--- src/rtl/alu_op_sequencer.sv ---
// Four-state sequencer driving an 8-bit ALU: fetch operands, execute, write back or branch.
// Optional `ALU_SEQ_PERF_EN adds the perf_ops completed-instruction counter port.
module alu_op_sequencer #(
  parameter int DATA_W     = 8,
  parameter int REG_ADDR_W = 2,
  parameter int OP_W       = 3
) (
  input  logic                  clk,
  input  logic                  reset_n,
  input  logic                  instr_valid,
  output logic                  instr_ready,
  input  logic [OP_W-1:0]       instr_op,
  input  logic [REG_ADDR_W-1:0] instr_rs,
  input  logic [REG_ADDR_W-1:0] instr_rt,
  input  logic [REG_ADDR_W-1:0] instr_rd,
  output logic [REG_ADDR_W-1:0] rf_raddr1,
  output logic [REG_ADDR_W-1:0] rf_raddr2,
  input  logic [DATA_W-1:0]     rf_rdata1,
  input  logic [DATA_W-1:0]     rf_rdata2,
  output logic [DATA_W-1:0]     alu_data1,
  output logic [DATA_W-1:0]     alu_data2,
  input  logic [DATA_W-1:0]     alu_result,
  input  logic                  alu_zero,
  output logic                  rf_we,
  output logic [REG_ADDR_W-1:0] rf_waddr,
  output logic [DATA_W-1:0]     rf_wdata,
  output logic                  done,
  output logic                  branch_taken,
  output logic                  err
`ifdef ALU_SEQ_PERF_EN
  ,
  output logic [15:0]           perf_ops
`endif
);

  localparam logic [OP_W-1:0] OP_NOP = OP_W'(0);
  localparam logic [OP_W-1:0] OP_ADD = OP_W'(1);
  localparam logic [OP_W-1:0] OP_EQ  = OP_W'(6);

  typedef enum logic [1:0] {
    S_IDLE,
    S_FETCH,
    S_EXEC,
    S_WB
  } state_t;

  state_t                  r_state;
  state_t                  w_next;
  logic                    r_rst_done;
  logic [OP_W-1:0]         r_op;
  logic [REG_ADDR_W-1:0]   r_rs;
  logic [REG_ADDR_W-1:0]   r_rt;
  logic [REG_ADDR_W-1:0]   r_rd;
  logic [DATA_W-1:0]       r_data1;
  logic [DATA_W-1:0]       r_data2;
  logic [DATA_W-1:0]       r_result;
  logic                    r_zero;
  logic                    w_accept;

  // Ready is held low for the cycle following a reset edge, even though the state is IDLE.
  assign instr_ready = (r_state == S_IDLE) && r_rst_done;
  assign w_accept    = instr_valid && instr_ready;
  assign alu_data1   = r_data1;
  assign alu_data2   = r_data2;

  always_ff @(posedge clk) begin
    if (!reset_n) begin
      r_state    <= S_IDLE;
      r_rst_done <= 1'b0;
      r_op       <= '0;
      r_rs       <= '0;
      r_rt       <= '0;
      r_rd       <= '0;
      r_data1    <= '0;
      r_data2    <= '0;
      r_result   <= '0;
      r_zero     <= 1'b0;
    end else begin
      r_state    <= w_next;
      r_rst_done <= 1'b1;
      if (w_accept) begin
        r_op <= instr_op;
        r_rs <= instr_rs;
        r_rt <= instr_rt;
        r_rd <= instr_rd;
      end
      if (r_state == S_FETCH) begin
        r_data1 <= rf_rdata1;
        r_data2 <= rf_rdata2;
      end
      if (r_state == S_EXEC) begin
        r_result <= alu_result;
        r_zero   <= alu_zero;
      end
    end
  end

  always_comb begin
    w_next       = r_state;
    rf_raddr1    = '0;
    rf_raddr2    = '0;
    rf_we        = 1'b0;
    rf_waddr     = '0;
    rf_wdata     = '0;
    done         = 1'b0;
    branch_taken = 1'b0;
    err          = 1'b0;
    unique case (r_state)
      S_IDLE: begin
        if (w_accept) w_next = S_FETCH;
      end
      S_FETCH: begin
        rf_raddr1 = r_rs;
        rf_raddr2 = r_rt;
        w_next    = S_EXEC;
      end
      S_EXEC: begin
        w_next = S_WB;
      end
      S_WB: begin
        done   = 1'b1;
        w_next = S_IDLE;
        if (r_op == OP_ADD) begin
          rf_we    = 1'b1;
          rf_waddr = r_rd;
          rf_wdata = r_result;
        end else if (r_op == OP_EQ) begin
          branch_taken = r_zero;
        end else if (r_op != OP_NOP) begin
          err = 1'b1;
        end
      end
      default: w_next = S_IDLE;
    endcase
  end

`ifdef ALU_SEQ_PERF_EN
  logic [15:0] r_perf_ops;

  always_ff @(posedge clk) begin
    if (!reset_n) begin
      r_perf_ops <= '0;
    end else if (r_state == S_WB) begin
      r_perf_ops <= r_perf_ops + 16'd1;
    end
  end

  assign perf_ops = r_perf_ops;
`endif

endmodule

--- config.mk ---
export PLATFORM = sky130hd
export DESIGN_NAME = alu_op_sequencer
export DESIGN_NICKNAME = d
export VERILOG_FILES = /design/src/rtl/alu_op_sequencer.sv
export SDC_FILE = /design/constraint.sdc
export NUM_CORES = 1
export LEC_CHECK = 0
export CORE_UTILIZATION = 28
export CTS_BUF_LIST = sky130_fd_sc_hd__clkbuf_8
export CTS_CLUSTER_DIAMETER = 120
export CTS_CLUSTER_SIZE = 25
export DETAILED_ROUTE_END_ITERATION = 7
export MAX_ROUTING_LAYER = met4
export PLACE_DENSITY = 0.55
export SETUP_SLACK_MARGIN = 0.15
export SYNTH_ARGS = -nofsm -noshare
export SYNTH_HDL_FRONTEND = slang
export SYNTH_SLANG_ARGS = --single-unit
--- constraint.sdc ---
create_clock -name clk -period 1.2 [get_ports clk]
set_input_delay 0.24 -clock clk [delete_from_list [all_inputs] [get_ports clk]]
set_output_delay 0.24 -clock clk [all_outputs]
set_load 0.005 [all_outputs]
==> results.txt <==
STA puts the critical path data arrival time at 1.51 ns. The measured slew at the worst slew-check pin is 0.162 ns. The number of synthesized flops with an enable pin came out at 0. For this design the ratio of total power to cell area is 1580 nW/um2. In the synthesized netlist the async set-or-reset flop fraction comes to 0%. The worst slew margin relative to its limit is 88.9%. In this run, post-CTS hold repair placed 0 buffers. The all-layer global routing usage came out at 14.0%. The share of the synthesized area in compound gates (AO/OA/AOI/OAI) came out at 1.68%. The number of antenna violations at the first check in global routing is 0. The number of global-route vias before repair was 1346. The per-instance average area after synthesis is 10.4 um2. The first-pass GRT wire length came out at 6450 um. The initial core utilization came out at 29.3%.

The area growth from synthesis to final layout came out at 69.2%. The worst hold path begins at r_rt[0]. The number of setup violations in the final report is 55. In the post-route analysis, the smallest setup slack over all paths is -0.548 ns. The maximum fanout along the worst path came out at 5. The number of buffers added on ports is 71. The total count of hold-check failures in the final report came to 0. For this design the static power due to leakage is 1.15 nW.

The die covers 6150 um2. The register-to-register setup slack is -0.21 ns. The number of clock sinks came out at 37.

The post-placement cell area is 2520 um2. The average wire per cell in the routed design came out at 12.1 um. The die height came out at 78.4 um. The worst hold path was traced through 2 stages. The startpoint identified for the worst register-to-register timing path is r_state[1]. The fraction of met3 tracks used by global routing is 3.95%. The sequential standard cell area came out at 768 um2.

When the netlist entered floorplanning its net count stood at 199. STA classifies the critical path endpoint as an output port. The number of distinct library cells after synthesis came out at 20. By instance count, the leading cell after synthesis is dfxtp_1. The predominant post-synthesis flop cell is dfxtp_1. The worst register-to-register path ends at r_rs[0]. Yosys printed 0 warnings.

The area of combinational cells with multiple inputs is 878 um2. The post-detailed-route count of antenna-violating nets came out at 0. The run finished, with violations left. The die span in x is 78.4 um. The cell at the root of the clock tree is clkbuf_8. After global routing the overflow that remains totals 0. The most congested layer reported by global routing is met2. Routability-driven placement finished with a final weighted congestion of 0.676. The largest net degree at the start of global routing came out at 32. The number of levels the H-tree was split into came out at 2. The register bit total from synthesis is 37.

In the synthesized netlist, the number of instances is 158. The reported max-cap violation count is 0. Final hold analysis gives a worst-case slack of 0.454 ns. The worst hold path terminates at r_rt[0]. After the first detailed-routing iteration, the DRC count stood at 20. The routed layout has 1346 vias. Setup repair after global routing could not meet its margin everywhere. For the worst-skew pair, the clock arrives at the later sink with an insertion delay of 0.28 ns.

The largest family of logic cells by synthesized area is simple AND/OR/NAND/NOR gates. The adder and majority cell fraction of the synthesized area is 3.06%. The share of the cycle needed by the critical path after routing came out at 146%. The floorplan row count is 27.

The sequential share of the synthesized area is 45.3%. Of the cells placed in the final design, the portion with a size suffix greater than 1 is 41.6%. The CTS tree is yes. After routing the design area is 2770 um2. The shortest clock period the worst path allows after layout is 1.75 ns.

The post-DP HPWL is 2540 um. The worst hold-check path type is flop to flop. By area the synthesized netlist is led by dfxtp_1 (45%), mux2i_1 (21%), nor2b_1 (9.6%). The total wire length came out at 3900 um. The layout filler cell count came out at 540. In this run the standard cell core region covers 5570 um2. After clock tree synthesis, the clock-pin slew on the worst setup and hold paths is 0.07 ns. STA puts the critical path data required time at 0.96 ns. The global-route met2 utilization is 21.3%. The worst-case reg-to-reg path depth is 7.

The parity-gate share of the synthesized area counting xor and xnor cells came out at 0%. The highest achievable clock rate is 572 MHz. The final net count is 291. In the global route stage, met1 resource usage came out at 18.1%.

The checks that failed: negative setup slack. The area fraction in and, or, nand and nor cells after synthesis is 23.7%. Tracing the worst setup path back leads to its startpoint at r_state[1]. The first-pass iteration count of the detailed router came out at 3. The clock passes through at most 2 buffers. The vias per cell came out at 4.18. The count of pins on the block boundary came out at 72. After synthesis the cells add up to 1640 um2. The setup skew after layout came out at 0.00600 ns.

Summed over its instances, the top area cell type makes up 45.3% of the synthesized netlist area. By count the netlist is led by dfxtp_1 (37), mux2i_1 (35), nor2b_1 (25). The kind of launch point of the worst setup path is a flop. The maximum resistive drop on vdd came out at 0.787 mV.

In the routed design, unresolved DRC markers number 0. The clock buffer count from CTS is 5. Of all cell types, the one taking the most synthesized area is dfxtp_1. The share of cell area taken by muxes after synthesis is 21.4%.

The category of the most critical setup path is flop to output port. The antenna cell count is 0. The final max-slew violation count was 0.
critical path: stages (launching register included):
cell      delay (ns)
dfxtp_4         0.35
ha_4            0.15
and4bb_2        0.25
buf_6           0.14
buf_6           0.11
and2_4          0.12
buf_6           0.10
cells by family after synthesis:
kind of cell / Yosys count
mux: 35
buf+inv: 12
simple gates: 65
flops: 37
compound gates: 5
fa+ha+maj: 4
sequential cells by signal, indices dropped and copies added, names as in the netlist:
name        flops
r_rst_done      1
r_op            3
alu_data2       8
r_rs            2
r_zero          1
r_result        8
r_rd            2
r_rt            2
alu_data1       8
r_state         2
power by group:
group	internal, mW	switching [mW]
logic	1.12	0.743
registers	1.50	0.130
clock network	0.447	0.417
per-layer routing:
layer  wire length (um)  vias up
met3                241        4
met1               1930      586
li1                   -      699
met4                 34        0
met5                  0        -
met2               1700       57
worst max path at each step:
stage	end	cells after the start
6_report	rf_wdata[2]	6
3_3_place_gp	rf_waddr[1]	5
3_5_place_dp	rf_waddr[1]	5
4_1_cts	rf_wdata[2]	6
5_1_grt	rf_wdata[7]	6
2_1_floorplan	rf_waddr[0]	4
through the flow:
stage | power, mW | setup TNS [ns] | std cells | setup slack, ns | utilization, %
detailed placement | 3.22 | -15.38 | 304 | -0.508 | 45.3
finish | 4.36 | -13.07 | 322 | -0.548 | 49.6
CTS | 4.38 | -13.40 | 321 | -0.557 | 49.3
floorplan | 2.54 | -0.0132 | 158 | -0.00146 | -
global route | 4.66 | -16.37 | 322 | -0.593 | 49.6
global placement | 3.21 | -14.70 | 304 | -0.493 | 45.3
repair_timing:
action	in CTS	in global routing
gates resized for setup	179	7
gates cloned	3	0
setup buffers	7	1
pin swaps	4	0
endpoints found under the setup margin	71	55
area by class of cell:
| class | instances | share of cell area (%) |
|---|---|---|
| clock inverters | 1 | 0.136 |
| multi-input cells | 109 | 31.8 |
| inverters | 2 | 0.452 |
| repair buffers | 95 | 33.6 |
| clock buffers | 6 | 2.99 |
| flip-flops and latches | 37 | 27.8 |
| well taps | 72 | 3.26 |
placed cells by master, fill, tap and decap left out, types with 2 or more instances in the layout:
cell type        Yosys  routed
clkdlybuf4s50_1      0      36
buf_16               0       2
nand2_1             20      20
inv_4                0       2
clkbuf_8             0       6
and2_1               5       5
and2_4               9       9
buf_6                2      22
dlygate4sd2_1        0       4
mux2i_2              0       2
mux2i_1             35      33
buf_2                3      20
buf_12               0       4
nor2b_1             25      25
dfxtp_1             37      17
buf_4                4       7
ha_4                 0       3
a21oi_1              2       2
dfxtp_2              0      19
and3_4               0       2
No activity file was read; power rests on OpenSTA's default activity.
